### config.mk
export PLATFORM = sky130hd
export DESIGN_NAME = vga_timing_sequencer_flat
export DESIGN_NICKNAME = d
export VERILOG_FILES = /design/src/rtl/vga_timing_pkg.sv /design/src/rtl/vga_timing_sequencer_if.sv /design/src/rtl/vga_axis_timer.sv /design/src/rtl/vga_timing_sequencer.sv /design/src/flat_wrapper.sv
export SDC_FILE = /design/constraint.sdc
export NUM_CORES = 1
export LEC_CHECK = 0
export ABC_AREA = 1
export BUFFER_PORTS_ARGS = -buffer_cell sky130_fd_sc_hd__clkbuf_2
export CORE_ASPECT_RATIO = 0.75
export CORE_MARGIN = 8
export CORE_UTILIZATION = 35
export DETAILED_ROUTE_END_ITERATION = 10
export PLACE_DENSITY = 0.56
export SLEW_MARGIN = 20
export SYNTH_ARGS = -nofsm -noshare
export SYNTH_HDL_FRONTEND = slang
export SYNTH_SLANG_ARGS = --single-unit
### constraint.sdc
create_clock -name control_clock -period 2.3 [get_ports control_clock]
set_clock_uncertainty 0.15 [all_clocks]
set_input_delay 0.345 -clock control_clock [delete_from_list [all_inputs] [get_ports control_clock]]
set_output_delay 0.345 -clock control_clock [all_outputs]
set_load 0.02 [all_outputs]
### src/rtl/vga_timing_pkg.sv
// Shared types and default 640x480@60 timing constants for the VGA timing sequencer.
// Optional pixel divider is selected with the VGA_TIMING_PIXEL_DIV_EN macro (see top).
package vga_timing_pkg;

  typedef enum logic [1:0] {
    ACTIVE = 2'd0,
    FRONT  = 2'd1,
    SYNC   = 2'd2,
    BACK   = 2'd3
  } phase_t;

  localparam int DEF_H_ACTIVE        = 640;
  localparam int DEF_H_FP            = 16;
  localparam int DEF_H_SYNC          = 96;
  localparam int DEF_H_BP            = 48;
  localparam int DEF_V_ACTIVE        = 480;
  localparam int DEF_V_FP            = 10;
  localparam int DEF_V_SYNC          = 2;
  localparam int DEF_V_BP            = 33;
  localparam int DEF_COUNTER_SIZE    = 11;
  localparam int DEF_SYNC_ACTIVE_LOW = 1;

  function automatic int calc_h_total(input int active, input int fp,
                                      input int sync_len, input int bp);
    return active + fp + sync_len + bp;
  endfunction

  function automatic int calc_v_total(input int active, input int fp,
                                      input int sync_len, input int bp);
    return active + fp + sync_len + bp;
  endfunction

  // Pin level for a sync output given whether it is logically asserted.
  function automatic logic sync_level(input logic asserted, input logic active_low);
    return asserted ^ active_low;
  endfunction

endpackage

### src/rtl/vga_timing_sequencer_if.sv
// Bundle of the sequencer's run control, timing outputs and debug phase state.
interface vga_timing_sequencer_if
  import vga_timing_pkg::*;
#(
  parameter int COUNTER_SIZE = DEF_COUNTER_SIZE
) ();

  // pixel_tick marks the cycle a new (pixel_x, pixel_y) first appears; there is no
  // back-pressure, so consumers must accept every tick while enable is high.
  logic                    enable;
  logic                    hsync;
  logic                    vsync;
  logic                    video_on;
  logic [COUNTER_SIZE-1:0] pixel_x;
  logic [COUNTER_SIZE-1:0] pixel_y;
  logic                    pixel_tick;
  logic                    line_start;
  logic                    frame_start;
  phase_t                  hphase;
  phase_t                  vphase;

  modport master (
    input  enable,
    output hsync, vsync, video_on, pixel_x, pixel_y,
    output pixel_tick, line_start, frame_start,
    output hphase, vphase
  );

  modport slave (
    output enable,
    input  hsync, vsync, video_on, pixel_x, pixel_y,
    input  pixel_tick, line_start, frame_start,
    input  hphase, vphase
  );

endinterface

### src/rtl/vga_axis_timer.sv
// One timing axis: a wrapping counter with its ACTIVE/FRONT/SYNC/BACK phase FSM.
// Reset parks the axis at the last count in BACK so the first advance wraps to 0.
module vga_axis_timer
  import vga_timing_pkg::*;
#(
  parameter int COUNTER_SIZE = DEF_COUNTER_SIZE
) (
  input  logic                    clk_i,
  input  logic                    rst_i,
  input  logic                    advance_i,
  input  logic [COUNTER_SIZE-1:0] active_i,
  input  logic [COUNTER_SIZE-1:0] fp_i,
  input  logic [COUNTER_SIZE-1:0] sync_i,
  input  logic [COUNTER_SIZE-1:0] bp_i,
  output logic [COUNTER_SIZE-1:0] count_o,
  output phase_t                  phase_o,
  output phase_t                  phase_next_o,
  output logic                    wrap_o
);

  localparam logic [COUNTER_SIZE-1:0] ONE = COUNTER_SIZE'(1);

  logic [COUNTER_SIZE-1:0] count_q, count_d;
  phase_t                  phase_q, phase_d;
  logic                    wrap;

  logic [COUNTER_SIZE-1:0] last_active;
  logic [COUNTER_SIZE-1:0] last_front;
  logic [COUNTER_SIZE-1:0] last_sync;
  logic [COUNTER_SIZE-1:0] last_count;

  // Each phase ends on the count just before the next boundary.
  assign last_active = active_i - ONE;
  assign last_front  = active_i + fp_i - ONE;
  assign last_sync   = active_i + fp_i + sync_i - ONE;
  assign last_count  = active_i + fp_i + sync_i + bp_i - ONE;

  always_ff @(posedge clk_i) begin
    if (rst_i) begin
      count_q <= last_count;
      phase_q <= BACK;
    end else begin
      count_q <= count_d;
      phase_q <= phase_d;
    end
  end

  always_comb begin
    count_d = count_q;
    phase_d = phase_q;
    wrap    = 1'b0;
    if (advance_i) begin
      if (count_q == last_count) begin
        count_d = '0;
        wrap    = 1'b1;
      end else begin
        count_d = count_q + ONE;
      end
      unique case (phase_q)
        ACTIVE:  if (count_q == last_active) phase_d = FRONT;
        FRONT:   if (count_q == last_front)  phase_d = SYNC;
        SYNC:    if (count_q == last_sync)   phase_d = BACK;
        BACK:    if (wrap)                   phase_d = ACTIVE;
        default: phase_d = BACK;
      endcase
    end
  end

  assign count_o      = count_q;
  assign phase_o      = phase_q;
  assign phase_next_o = phase_d;
  assign wrap_o       = wrap;

endmodule

### src/rtl/vga_timing_sequencer.sv
// Coordinated horizontal/vertical VGA timing with hold, restart and registered outputs.
// Define VGA_TIMING_PIXEL_DIV_EN to advance one pixel per two enabled clocks.
module vga_timing_sequencer
  import vga_timing_pkg::*;
#(
  parameter int H_ACTIVE        = DEF_H_ACTIVE,
  parameter int H_FP            = DEF_H_FP,
  parameter int H_SYNC          = DEF_H_SYNC,
  parameter int H_BP            = DEF_H_BP,
  parameter int V_ACTIVE        = DEF_V_ACTIVE,
  parameter int V_FP            = DEF_V_FP,
  parameter int V_SYNC          = DEF_V_SYNC,
  parameter int V_BP            = DEF_V_BP,
  parameter int COUNTER_SIZE    = DEF_COUNTER_SIZE,
  parameter int SYNC_ACTIVE_LOW = DEF_SYNC_ACTIVE_LOW
) (
  input  logic                   control_clock,
  input  logic                   reset,
  vga_timing_sequencer_if.master bus
);

  localparam int H_TOTAL = calc_h_total(H_ACTIVE, H_FP, H_SYNC, H_BP);
  localparam int V_TOTAL = calc_v_total(V_ACTIVE, V_FP, V_SYNC, V_BP);

  localparam logic [COUNTER_SIZE-1:0] H_ACT_C  = COUNTER_SIZE'(H_ACTIVE);
  localparam logic [COUNTER_SIZE-1:0] H_FP_C   = COUNTER_SIZE'(H_FP);
  localparam logic [COUNTER_SIZE-1:0] H_SYNC_C = COUNTER_SIZE'(H_SYNC);
  localparam logic [COUNTER_SIZE-1:0] H_BP_C   = COUNTER_SIZE'(H_BP);
  localparam logic [COUNTER_SIZE-1:0] V_ACT_C  = COUNTER_SIZE'(V_ACTIVE);
  localparam logic [COUNTER_SIZE-1:0] V_FP_C   = COUNTER_SIZE'(V_FP);
  localparam logic [COUNTER_SIZE-1:0] V_SYNC_C = COUNTER_SIZE'(V_SYNC);
  localparam logic [COUNTER_SIZE-1:0] V_BP_C   = COUNTER_SIZE'(V_BP);

  localparam logic SYNC_AL   = (SYNC_ACTIVE_LOW != 0);
  localparam logic SYNC_IDLE = SYNC_AL;

  logic                    advance;
  logic                    h_wrap, v_wrap;
  logic                    v_advance;
  logic [COUNTER_SIZE-1:0] h_count, v_count;
  phase_t                  hphase, hphase_next;
  phase_t                  vphase, vphase_next;

  logic hsync_q, hsync_d;
  logic vsync_q, vsync_d;
  logic video_on_q, video_on_d;
  logic pixel_tick_q, line_start_q, frame_start_q;

`ifdef VGA_TIMING_PIXEL_DIV_EN
  // Divide bit only moves on enabled cycles, so a pause never slips a half pixel.
  logic div_q;

  always_ff @(posedge control_clock) begin
    if (reset) begin
      div_q <= 1'b0;
    end else if (bus.enable) begin
      div_q <= ~div_q;
    end
  end

  assign advance = bus.enable & div_q;
`else
  assign advance = bus.enable;
`endif

  vga_axis_timer #(.COUNTER_SIZE(COUNTER_SIZE)) u_h_axis (
    .clk_i        (control_clock),
    .rst_i        (reset),
    .advance_i    (advance),
    .active_i     (H_ACT_C),
    .fp_i         (H_FP_C),
    .sync_i       (H_SYNC_C),
    .bp_i         (H_BP_C),
    .count_o      (h_count),
    .phase_o      (hphase),
    .phase_next_o (hphase_next),
    .wrap_o       (h_wrap)
  );

  assign v_advance = h_wrap & advance;

  vga_axis_timer #(.COUNTER_SIZE(COUNTER_SIZE)) u_v_axis (
    .clk_i        (control_clock),
    .rst_i        (reset),
    .advance_i    (v_advance),
    .active_i     (V_ACT_C),
    .fp_i         (V_FP_C),
    .sync_i       (V_SYNC_C),
    .bp_i         (V_BP_C),
    .count_o      (v_count),
    .phase_o      (vphase),
    .phase_next_o (vphase_next),
    .wrap_o       (v_wrap)
  );

  // Decoded from next-state phases so these registers line up with the counters.
  always_comb begin
    hsync_d    = sync_level(hphase_next == SYNC, SYNC_AL);
    vsync_d    = sync_level(vphase_next == SYNC, SYNC_AL);
    video_on_d = (hphase_next == ACTIVE) && (vphase_next == ACTIVE);
  end

  always_ff @(posedge control_clock) begin
    if (reset) begin
      hsync_q       <= SYNC_IDLE;
      vsync_q       <= SYNC_IDLE;
      video_on_q    <= 1'b0;
      pixel_tick_q  <= 1'b0;
      line_start_q  <= 1'b0;
      frame_start_q <= 1'b0;
    end else begin
      hsync_q       <= hsync_d;
      vsync_q       <= vsync_d;
      video_on_q    <= video_on_d;
      pixel_tick_q  <= advance;
      line_start_q  <= h_wrap;
      frame_start_q <= h_wrap & v_wrap;
    end
  end

  assign bus.hsync       = hsync_q;
  assign bus.vsync       = vsync_q;
  assign bus.video_on    = video_on_q;
  assign bus.pixel_x     = h_count;
  assign bus.pixel_y     = v_count;
  assign bus.pixel_tick  = pixel_tick_q;
  assign bus.line_start  = line_start_q;
  assign bus.frame_start = frame_start_q;
  assign bus.hphase      = hphase;
  assign bus.vphase      = vphase;

endmodule

### src/flat_wrapper.sv
// flat-port wrapper written by rule: the top's interface ports become plain ports
module vga_timing_sequencer_flat import vga_timing_pkg::*;
#(
  parameter int H_ACTIVE        = DEF_H_ACTIVE,
  parameter int H_FP            = DEF_H_FP,
  parameter int H_SYNC          = DEF_H_SYNC,
  parameter int H_BP            = DEF_H_BP,
  parameter int V_ACTIVE        = DEF_V_ACTIVE,
  parameter int V_FP            = DEF_V_FP,
  parameter int V_SYNC          = DEF_V_SYNC,
  parameter int V_BP            = DEF_V_BP,
  parameter int COUNTER_SIZE    = DEF_COUNTER_SIZE,
  parameter int SYNC_ACTIVE_LOW = DEF_SYNC_ACTIVE_LOW
)
  (control_clock, reset, bus_enable, bus_hsync, bus_vsync, bus_video_on, bus_pixel_x, bus_pixel_y, bus_pixel_tick, bus_line_start, bus_frame_start, bus_hphase, bus_vphase);
  vga_timing_sequencer_if #(.COUNTER_SIZE(COUNTER_SIZE)) bus_i ();
  input  logic control_clock;
  input  logic reset;
  input wire logic [$bits(bus_i.enable)-1:0] bus_enable;
  output wire logic [$bits(bus_i.hsync)-1:0] bus_hsync;
  output wire logic [$bits(bus_i.vsync)-1:0] bus_vsync;
  output wire logic [$bits(bus_i.video_on)-1:0] bus_video_on;
  output wire logic [$bits(bus_i.pixel_x)-1:0] bus_pixel_x;
  output wire logic [$bits(bus_i.pixel_y)-1:0] bus_pixel_y;
  output wire logic [$bits(bus_i.pixel_tick)-1:0] bus_pixel_tick;
  output wire logic [$bits(bus_i.line_start)-1:0] bus_line_start;
  output wire logic [$bits(bus_i.frame_start)-1:0] bus_frame_start;
  output wire logic [$bits(bus_i.hphase)-1:0] bus_hphase;
  output wire logic [$bits(bus_i.vphase)-1:0] bus_vphase;
  assign bus_i.enable = bus_enable;
  assign bus_hsync = bus_i.hsync;
  assign bus_vsync = bus_i.vsync;
  assign bus_video_on = bus_i.video_on;
  assign bus_pixel_x = bus_i.pixel_x;
  assign bus_pixel_y = bus_i.pixel_y;
  assign bus_pixel_tick = bus_i.pixel_tick;
  assign bus_line_start = bus_i.line_start;
  assign bus_frame_start = bus_i.frame_start;
  assign bus_hphase = bus_i.hphase;
  assign bus_vphase = bus_i.vphase;
  vga_timing_sequencer #(.H_ACTIVE(H_ACTIVE), .H_FP(H_FP), .H_SYNC(H_SYNC), .H_BP(H_BP), .V_ACTIVE(V_ACTIVE), .V_FP(V_FP), .V_SYNC(V_SYNC), .V_BP(V_BP), .COUNTER_SIZE(COUNTER_SIZE), .SYNC_ACTIVE_LOW(SYNC_ACTIVE_LOW)) u_core (.control_clock(control_clock), .reset(reset), .bus(bus_i));
endmodule
After elaboration in Yosys (flattened, before gate mapping):

Index checks and enable logic that the tools add are counted.

* muxes and demuxes: 20
* equal/unequal tests: 16
* reductions and logical operators: 5
* bitwise logic cells: 4
* add/subtract/negate cells: 2

Operator list (number)
* equality test 11 x 10 -> 1 bit, second input constant: 5
* equality test 11 x 9 -> 1 bit, second input constant: 3
* adder 11 x 1 -> 11 bit, second input constant: 2
* two-way mux 11 bit: 2
* two-way mux 2 bit: 10
* one-hot mux 2 bit (4 select lines): 2
* equality test 2 bit, second input constant: 6
* zero test 2 bit: 4
* two-way mux 1 bit: 6
* equality test 2 x 1 -> 1 bit, second input constant: 2
* bitwise AND 1 bit: 2
* NOT 1 bit: 2
* logical AND 1 bit: 1

* input port bits: 3
* bits in registers: 32

Logic depth before layout (Yosys ltp):

Gate-level depths: netlist (run 1).

* depth in word-level cells: 11
* gate-level depth with buffers: 11

Cells and area by module:

From an unflattened synthesis (run 1), not the netlist that was laid out.

* cell total of the unflattened synthesis: 1393
* area total of the unflattened synthesis: 8074.0 um2

By module, submodules not included
* vga_axis_timer (u_core.u_v_axis): cells each 706, area each 3982.6 um2, instances 1
* vga_axis_timer (u_core.u_h_axis): cells each 662, area each 3895.0 um2, instances 1
* vga_timing_sequencer: cells each 25, area each 196.4 um2, instances 1

Worst setup path after synthesis (run 1):

OpenSTA, ideal clock, no wires.

* kind: register to register
* start: reg u_core.u_v_axis.count_q[0], in the netlist u_core.u_v_axis.count_o[0]
* end: reg u_core.u_v_axis.count_q[8], in the netlist u_core.u_v_axis.count_o[8]
* cell stages (with the launch flop): 8
* path slack: 467 ps
* setup time: 132 ps
* data arrival time: 1552 ps
* data required time: 2018 ps
* cells stage by stage: dfxtp_1 -> ha_1 -> inv_1 -> nor2_1 -> nand4_1 -> or2_2 -> nand3_1 -> a21oi_1

* longest elaborated chain between the ends: 2
* elaborated cells on any way between the ends: 3
* those cells by class: 1 x add/sub; 1 x eq/ne; 1 x mux

RTL lines
* from (decl): line vga_axis_timer.sv:23 `logic [COUNTER_SIZE-1:0] count_q, count_d;`
* from (signal assigned): line vga_axis_timer.sv:40 `count_q <= last_count;`
* from (signal assigned): line vga_axis_timer.sv:43 `count_q <= count_d;`
* adder 11 x 1 -> 11 bit / equality test 11 x 10 -> 1 bit (equally long branches): line vga_axis_timer.sv:57, vga_axis_timer.sv:53
* two-way mux 11 bit *: line vga_axis_timer.sv:53 `if (count_q == last_count) begin`

Every way passes the cells marked *; elsewhere a longest branch is shown, timed or not.
A chain may end at the register's enable or synchronous reset.

Worst setup path after layout (run 1):

Ends and elaborated chain as after synthesis.

==> results of run 1 <==
-- cell families after synthesis --
family,after synthesis
flops,32
compound gates,27
simple gates,159
buf+inv,40
xor+xnor,2
fa+ha+maj,4
-- report_power, final --
group	internal (µW)	switching (µW)
combinational	145	305
clock	267	212
sequential	599	60.0
total	1010	577
-- cells in the mapped netlist --
master | n | area share, %
nand2_1 | 56 | 11
dfxtp_1 | 32 | 34
inv_1 | 29 | 5.9
nand3_1 | 26 | 7.0
nor2_1 | 24 | 4.8
nor3_1 | 17 | 4.6
nand4_1 | 13 | 4.4
a21oi_1 | 12 | 3.2
o21ai_0 | 8 | 2.2
inv_2 | 6 | 1.2
nand2_2 | 5 | 1.7
ha_1 | 4 | 2.7
nor2_8 | 3 | 3.2
nor3_2 | 3 | 1.6
o211ai_1 | 3 | 1.2
buf_4 | 2 | 0.81
clkbuf_1 | 2 | 0.40
nand3_2 | 2 | 1.1
nor2_2 | 2 | 0.67
nor2_4 | 2 | 1.2
nor3b_1 | 2 | 0.81
o21ai_1 | 2 | 0.54
a31oi_1 | 1 | 0.34
inv_4 | 1 | 0.34
nand3_4 | 1 | 0.94
nand3b_1 | 1 | 0.40
nand4_4 | 1 | 1.1
o21bai_2 | 1 | 0.61
or2_2 | 1 | 0.34
xnor2_1 | 1 | 0.47
xor2_1 | 1 | 0.47
-- metal layers --
layer,vias up,wire length (µm)
met5,-,0
met2,61,1973
met3,5,392
met4,0,65
met1,826,2602
li1,950,-
-- layout make-up --
type | instances | area share, %
Timing Repair Buffer | 35 | 8.059
Inverter | 36 | 6.243
Clock buffer | 7 | 4.370
Sequential cell | 32 | 29.06
Multi-Input combinational cell | 192 | 48.01
Tap cell | 75 | 4.257
-- final timing paths --
check             slack (ns)  cells past startpoint                          to                        from
setup / recovery        0.41                      7  u_core.u_v_axis.count_o[8]  u_core.u_v_axis.count_o[0]
hold / removal          0.27                      2  u_core.u_v_axis.count_o[8]                       reset
setup reg to reg        0.41                      7  u_core.u_v_axis.count_o[8]  u_core.u_v_axis.count_o[0]
hold reg to reg         0.39                      2  u_core.u_v_axis.count_o[8]  u_core.u_v_axis.count_o[8]
-- worst max-delay path, cell delays in order, from the launching register on --
cell and delay (ns):
dfxtp_1 0.49, ha_1 0.28, inv_1 0.08, nor2_1 0.23
nand4_1 0.13, or2_2 0.29, nand3_1 0.07, a21oi_1 0.05
-- cell usage in the layout (no fill, tap or decap), types with 2 or more instances in the layout --
cell	synthesis	routed
nand2_1	56	56
clkbuf_2	0	34
dfxtp_1	32	32
inv_1	29	29
nand3_1	26	26
nor2_1	24	24
nor3_1	17	17
nand4_1	13	13
a21oi_1	12	12
o21ai_0	8	8
clkbuf_8	0	7
inv_2	6	6
nand2_2	5	5
ha_1	4	4
nor2_8	3	3
nor3_2	3	3
o211ai_1	3	3
nor2_4	2	2
nand3_2	2	2
o21ai_1	2	2
nor2_2	2	2
nor3b_1	2	2
-- flip-flops by register name (all words and copies together), names as in the netlist --
signal / count
u_core.bus.pixel_tick: 1
u_core.u_v_axis.phase_o: 2
u_core.bus.video_on: 1
u_core.u_v_axis.count_o: 11
u_core.u_h_axis.count_o: 11
u_core.bus.vsync: 1
u_core.bus.frame_start: 1
u_core.bus.hsync: 1
u_core.u_h_axis.phase_o: 2
u_core.bus.line_start: 1
-- per-stage QoR --
| stage | utilization (%) | cells | total power, µW | hold slack [ns] | setup WS, ns |
|---|---|---|---|---|---|
| after global routing | 42.09 | 377 | 1687 | 0.2918 | 0.2248 |
| after floorplan | - | 264 | 1000 | 0.2788 | 0.4666 |
| final | 42.09 | 377 | 1588 | 0.2697 | 0.4085 |
| after CTS | 42.09 | 377 | 1602 | 0.2758 | 0.4040 |
| after global placement | 40.25 | 370 | 1122 | 0.3781 | 0.4830 |
| after detailed placement | 40.25 | 370 | 1121 | 0.3717 | 0.4197 |
==> results.tsv, run 1 <==
metric	value	unit
use_met3	3.406	%
die_h	79.12	µm
io_buffers	34	
first_global_vias	1688	
drt-initial-drc-count	173	
initial_core_util	35.50	%
htree_levels	2	
fin_tns_setup	0	ns
post-route-min-period	1.892	ns
area_delta_synth_final	18.57	%
fillers	601	
drtPass1Iterations	5	
worstMarginPinSlew	0.3875	ns
ant_nets	0	
setup-violations-final	0	
place_congestion	0.9237	
grt_util_met2	17.99	%
place_area	0.002108	mm²
cp-start-kind	flip-flop	
vias	1842	
status	finished, final reports clean	
path_clk_slew	0.07	ns
ys_types	31	
grtUsageMet1	19.40	%
synth_nets	271	
synth_top_family_by_area	simple AND/OR/NAND/NOR gates	
rsz0062_at_grt	false	
wirelength	5034	µm
endpoint_kind	flip-flop	
hold_violations	0	
cts_made_buffers	5	
synth-adder-area-share	2.692	%
grt-ovfl-total	0	
cts_setup_buffers	0	
core	0.005238	mm²
grt_max_degree	12	
cp_data_required_time	2.32	ns
final_area	0.002205	mm²
cts_resized	0	
synth_xor_area_share	0.9421	%
syn-cell-area	0.001859	mm²
grtUsageTotal	13.26	%
avgViaCountPerCell	4.886	
maxCapViolCount	0	
power_leakage	0.001033	µW
multi_input_area	0.001059	mm²
slew_violations	0	
drc	0	
powerDensity	720.3	mW/mm²
clockRootBuffer	clkbuf_8	
diodes	0	
ys_seq_elements	32	
synth-warning-count	0	
grt_pass1_wl	8521	µm
regArea	640.6	µm²
die_area	0.007925	mm²
routedWlPerCell	13.35	µm
nets	309	
syn_avg_cell_area	7.043	µm²
std_cell_rows	23	
fmax	0.5287	GHz
drive_gt1_share	23.18	%
synth-simple-area-share	45.22	%
arrival	1.91	ns
crit_type	flip-flop to flip-flop	
cts_buffer_depth	2	
synthCells	264	
yosysSeqAreaShare	34.45	%
synthMuxAreaShare	0	%
grt-busiest-layer	met1	
worstPathMaxFanout	9	
cts_hold_buf	0	
clkLatencyLatePin	0.28	ns
irDropWorstVdd	0.2767	mV
dp_hpwl	3893	µm
die_x	100.2	µm
max_slew_margin	73.97	%
period_share	82.24	%
hold_path.class	input pin to flip-flop	
antenna_found_initial	0	
cts_sinks	32	
synth_compound_area_share	8.075	%
cts_tree	yes	
ioPinCount	35	
(Power assumes the default switching activity.)
==> run 2: changes to the inputs <==
==> constraint.sdc (replaced) <==
create_clock -name control_clock -period 1.75 [get_ports control_clock]
set_clock_uncertainty 0.15 [all_clocks]
set_input_delay 0.2625 -clock control_clock [delete_from_list [all_inputs] [get_ports control_clock]]
set_output_delay 0.2625 -clock control_clock [all_outputs]
set_load 0.02 [all_outputs]
==> results.tsv, run 2 (synthesis gave the netlist of run 1 again) <==
metric	value	unit	change
ioPinCount	35		unchanged
area_delta_synth_final	28.40	%	
cp_num_buf_inv	2		+1
slowest_delay	0.34	ns	-0.15 ns
drc	0		unchanged
crit_chain	ha_1 -> inv_1 -> nor2_8 -> buf_4 -> nand4_2 -> nand2_1 -> o21ai_0		
drive_gt1_share	30.34	%	+7.2 points
antenna_found_initial	0		unchanged
layout_common_cells	nand2_1, clkbuf_2, dfxtp_1, inv_1, nand3_1		
hold_violations	0		unchanged
post-route-min-period	1.675	ns	-0.2165 ns
drtPass1Iterations	4		-1
crit_slowest_cell	dfxtp_1		
dp_hpwl	4079	µm	+4.8%
drt-initial-drc-count	112		-35%
worstPathMaxFanout	8		-1
grt_pass1_wl	8625	µm	+1.2%
io_buffers	34		unchanged
hold_path.class	input pin to flip-flop		
cp_data_required_time	1.77	ns	-0.55 ns
cp-start-kind	flip-flop		
irDropWorstVdd	0.3455	mV	+25%
die_h	79.12	µm	unchanged
grtUsageTotal	13.60	%	+0.34 points
vias	1891		+2.7%
clkLatencyLatePin	0.28	ns	about the same
first_global_vias	1711		+1.4%
status	finished, final reports clean		
arrival	1.69	ns	-0.22 ns
cts_hold_buf	0		unchanged
avgViaCountPerCell	4.751		-2.8%
ant_nets	0		unchanged
endpoint_kind	flip-flop		
rsz0062_at_grt	true		
die_area	0.007925	mm²	unchanged
setup-violations-final	0		unchanged
final_core_util	45.58	%	+3.5 points
slew_violations	0		unchanged
std_cell_rows	23		unchanged
cts_tree	yes		
die_x	100.2	µm	unchanged
final_common_cell	nand2_1		
cts_made_buffers	5		unchanged
fin_total_pwr	2156	µW	+36%
worstMarginPinSlew	0.3946	ns	+0.007124 ns
path_delay_family	simple AND/OR/NAND/NOR gates		
path_clk_slew	0.07	ns	about the same
fmax	0.5970	GHz	+13%
max_slew_margin	73.49	%	-0.48 points
wirelength	5347	µm	+6.2%
layout_setup_ws	0.07497	ns	-0.3335 ns
nets	329		+6.5%
crit_type	flip-flop to flip-flop		
place_congestion	0.8104		-12%
cts_buffer_depth	2		unchanged
period_share	95.72	%	+13 points
core	0.005238	mm²	unchanged
htree_levels	2		unchanged
powerDensity	903.3	mW/mm²	+25%
diodes	0		unchanged
power_leakage	0.001127	µW	+9.1%
maxCapViolCount	0		unchanged
routedWlPerCell	13.43	µm	+0.61%
cts_sinks	32		unchanged
grt-ovfl-total	0		unchanged
clockRootBuffer	clkbuf_8		
initial_core_util	35.50	%	unchanged
grt_max_degree	10		-2
post-place-ws	-0.002470	ns	-0.4222 ns
==> run 2: cell types whose count changed in the layout (fill, tap and decap cells not counted), moves of 2 or more <==
cell | previous run | this run
buf_4 | 1 | 20
nor2_1 | 24 | 21
clkbuf_1 | 0 | 2
dfxtp_1 | 32 | 30
nor2_2 | 2 | 4
==> run 2: worst register-to-register path, stage by stage (launching register included) <==
cell	delay, ns
dfxtp_1	0.34
ha_1	0.17
inv_1	0.10
nor2_8	0.19
buf_4	0.15
nand4_2	0.14
nand2_1	0.23
o21ai_0	0.10
==> run 2: path summary, 6_finish.rpt <==
check	from	end	slack (ns)	depth (start not counted)
max	u_core.u_h_axis.count_o[0]	u_core.u_v_axis.count_o[0]	0.07	7
min	reset	u_core.bus.pixel_tick	0.10	2
max reg2reg	u_core.u_h_axis.count_o[0]	u_core.u_v_axis.count_o[0]	0.07	7
min reg2reg	u_core.u_v_axis.count_o[10]	u_core.u_v_axis.count_o[10]	0.40	2
==> run 2: power breakdown <==
part           total, µW  switching (µW)  internal [µW]
clock                597             276            321
sequential           842            55.3            787
combinational        717             465            252
==> run 2: cell type report <==
type	instances	area, µm²
clock buffer	8	90.09
fill	578	2850
tap	75	93.84
multi-input combinational	193	1100
inverter	36	137.6
timing repair buffer	54	320.3
sequential	32	645.6
==> run 2: metal layers <==
layer	vias up	global-route usage (%)	wire (µm)
met5	-	0	0
met1	843	19.78	2950
met4	0	4.211	61
met2	44	18.86	2079
li1	999	-	-
met3	5	3.406	255
==> run 2: per-stage QoR <==
step	hold WS [ns]	instances	TNS, ns	instance area, µm²
after floorplan	0.1963	264	0	1862
after global placement	0.3854	387	0	2238
after detailed placement	0.3916	387	-0.002470	2238
after CTS	0.09182	395	0	2331
after global routing	0.1068	398	-0.07069	2387
final	0.1048	398	0	2387
==> run 2: repair_timing <==
action,in CTS,in global routing
setup buffers,0,2
pin swaps,0,3
gates cloned,0,1
gates resized for setup,1,9
setup endpoints to repair,1,11
==> run 3: changes to the inputs <==
==> constraint.sdc (replaced) <==
create_clock -name control_clock -period 2.1 [get_ports control_clock]
set_clock_uncertainty 0.15 [all_clocks]
set_input_delay 0.315 -clock control_clock [delete_from_list [all_inputs] [get_ports control_clock]]
set_output_delay 0.315 -clock control_clock [all_outputs]
set_load 0.02 [all_outputs]
==> results.tsv, run 3 (synthesis gave the netlist of run 1 again) <==
metric	value	unit	change
max_slew_margin	72.68	%	-0.81 points
dp_hpwl	3902	µm	-4.3%
grtUsageTotal	13.27	%	-0.33 points
nets	310		-5.8%
fin_tns_setup	0	ns	unchanged
area_delta_synth_final	17.56	%	
cts_hold_buf	0		unchanged
initial_core_util	35.50	%	unchanged
ant_nets	0		unchanged
avgViaCountPerCell	4.838		+1.8%
antenna_found_initial	0		unchanged
die_area	0.007925	mm²	unchanged
cp-start-kind	flip-flop		
grt_max_degree	12		+2
worstMarginPinSlew	0.4067	ns	+0.01210 ns
routedWlPerCell	13.15	µm	-2.1%
core	0.005238	mm²	unchanged
period_share	88.33	%	-7.4 points
grt_pass1_wl	8459	µm	-1.9%
status	finished, final reports clean		
hold_slack	0.2518	ns	+0.1470 ns
io_buffers	34		unchanged
endpoint_kind	flip-flop		
setup-violations-final	0		unchanged
slew_violations	0		unchanged
arrival	1.86	ns	+0.17 ns
die_x	100.2	µm	unchanged
multi_input_area	0.001059	mm²	-3.8%
worstPathMaxFanout	5		-3
grt-ovfl-total	0		unchanged
regToRegSetupSlack	0.25	ns	+0.17 ns
cts_tree	yes		
hold_path.class	input pin to flip-flop		
rsz0062_at_grt	false		
clkLatencyLatePin	0.28	ns	about the same
drtPass1Iterations	4		unchanged
post-route-min-period	1.855	ns	+0.1798 ns
wirelength	4945	µm	-7.5%
crit_type	flip-flop to flip-flop		
powerDensity	749.4	mW/mm²	-17%
path_clk_slew	0.06	ns	about the same
vias	1819		-3.8%
place_inst	371		-4.1%
drive_gt1_share	23.26	%	-7.1 points
layout_common_cells	nand2_1, clkbuf_2, dfxtp_1, inv_1, nand3_1		
std_cell_rows	23		unchanged
final_common_cell	nand2_1		
place_congestion	0.9230		+14%
fmax	0.5391	GHz	-9.7%
maxCapViolCount	0		unchanged
cp_data_required_time	2.11	ns	+0.34 ns
cts_sinks	32		unchanged
fillers	566		-2.1%
first_global_vias	1741		+1.8%
diodes	0		unchanged
ioPinCount	35		unchanged
htree_levels	2		unchanged
regArea	641.9	µm²	-0.58%
drt-initial-drc-count	142		+27%
cts_buffer_depth	2		unchanged
final_cells	376		-5.5%
cts_made_buffers	5		unchanged
hold_violations	0		unchanged
power_leakage	0.001024	µW	-9.2%
clockRootBuffer	clkbuf_8		
die_h	79.12	µm	unchanged
irDropWorstVdd	0.3491	mV	+1.1%
drc	0		unchanged
-- run 3: cell type report --
| cell class | instances | share of cell area [%] |
|---|---|---|
| clock buffer | 5 | 3.148 |
| inverter | 36 | 6.296 |
| multi-input combinational | 192 | 48.43 |
| sequential | 32 | 29.36 |
| tap | 75 | 4.293 |
| timing repair buffer | 36 | 8.472 |
-- run 3: report_power, final --
| part | internal (µW) | leakage, µW | switching (µW) |
|---|---|---|---|
| clock network | 213 | 0.0000359 | 207 |
| registers | 657 | 0.000262 | 62.9 |
| logic | 161 | 0.000726 | 336 |
-- run 3: what timing repair did --
action                                  CTS  global route
buffers inserted                          0             0
resized for setup                         0             1
hold endpoints to repair                  0             0
endpoints found under the setup margin    0             1
-- run 3: final timing paths --
check / start / end / cells after the start
worst max register to register: u_core.u_v_axis.count_o[1] / u_core.u_v_axis.count_o[8] / 7
worst min-delay path: reset / u_core.u_v_axis.count_o[10] / 2
worst max-delay path: u_core.u_v_axis.count_o[1] / u_core.u_v_axis.count_o[8] / 7
worst min register to register: u_core.u_v_axis.count_o[8] / u_core.u_v_axis.count_o[8] / 2
-- run 3: stage by stage --
| stage | worst slack (ns) | total power, µW | instance area, µm² | utilization [%] |
|---|---|---|---|---|
| 2_1_floorplan | 0.2666 | 1096 | 1859 | - |
| 3_3_place_gp | 0.2880 | 1233 | 2116 | 40.40 |
| 3_5_place_dp | 0.1901 | 1234 | 2116 | 40.40 |
| 4_1_cts | 0.1898 | 1665 | 2185 | 41.71 |
| 5_1_grt | 0.06887 | 1750 | 2186 | 41.73 |
| 6_report | 0.2451 | 1638 | 2186 | 41.73 |
-- run 3: worst max-delay path, stage by stage, from the launching register on --
cell	delay, ns
dfxtp_1	0.41
ha_1	0.26
inv_1	0.09
nor2_1	0.26
nand4_1	0.15
or2_2	0.29
nand3_1	0.07
a21oi_1	0.05
-- run 3: metal layers --
layer	GRT usage (%)	share of wire [%]	up-vias
met5	0	0	-
met4	4.060	1.1	0
met3	3.668	5.5	5
met2	17.80	39	40
met1	19.59	54	820
li1	-	-	954
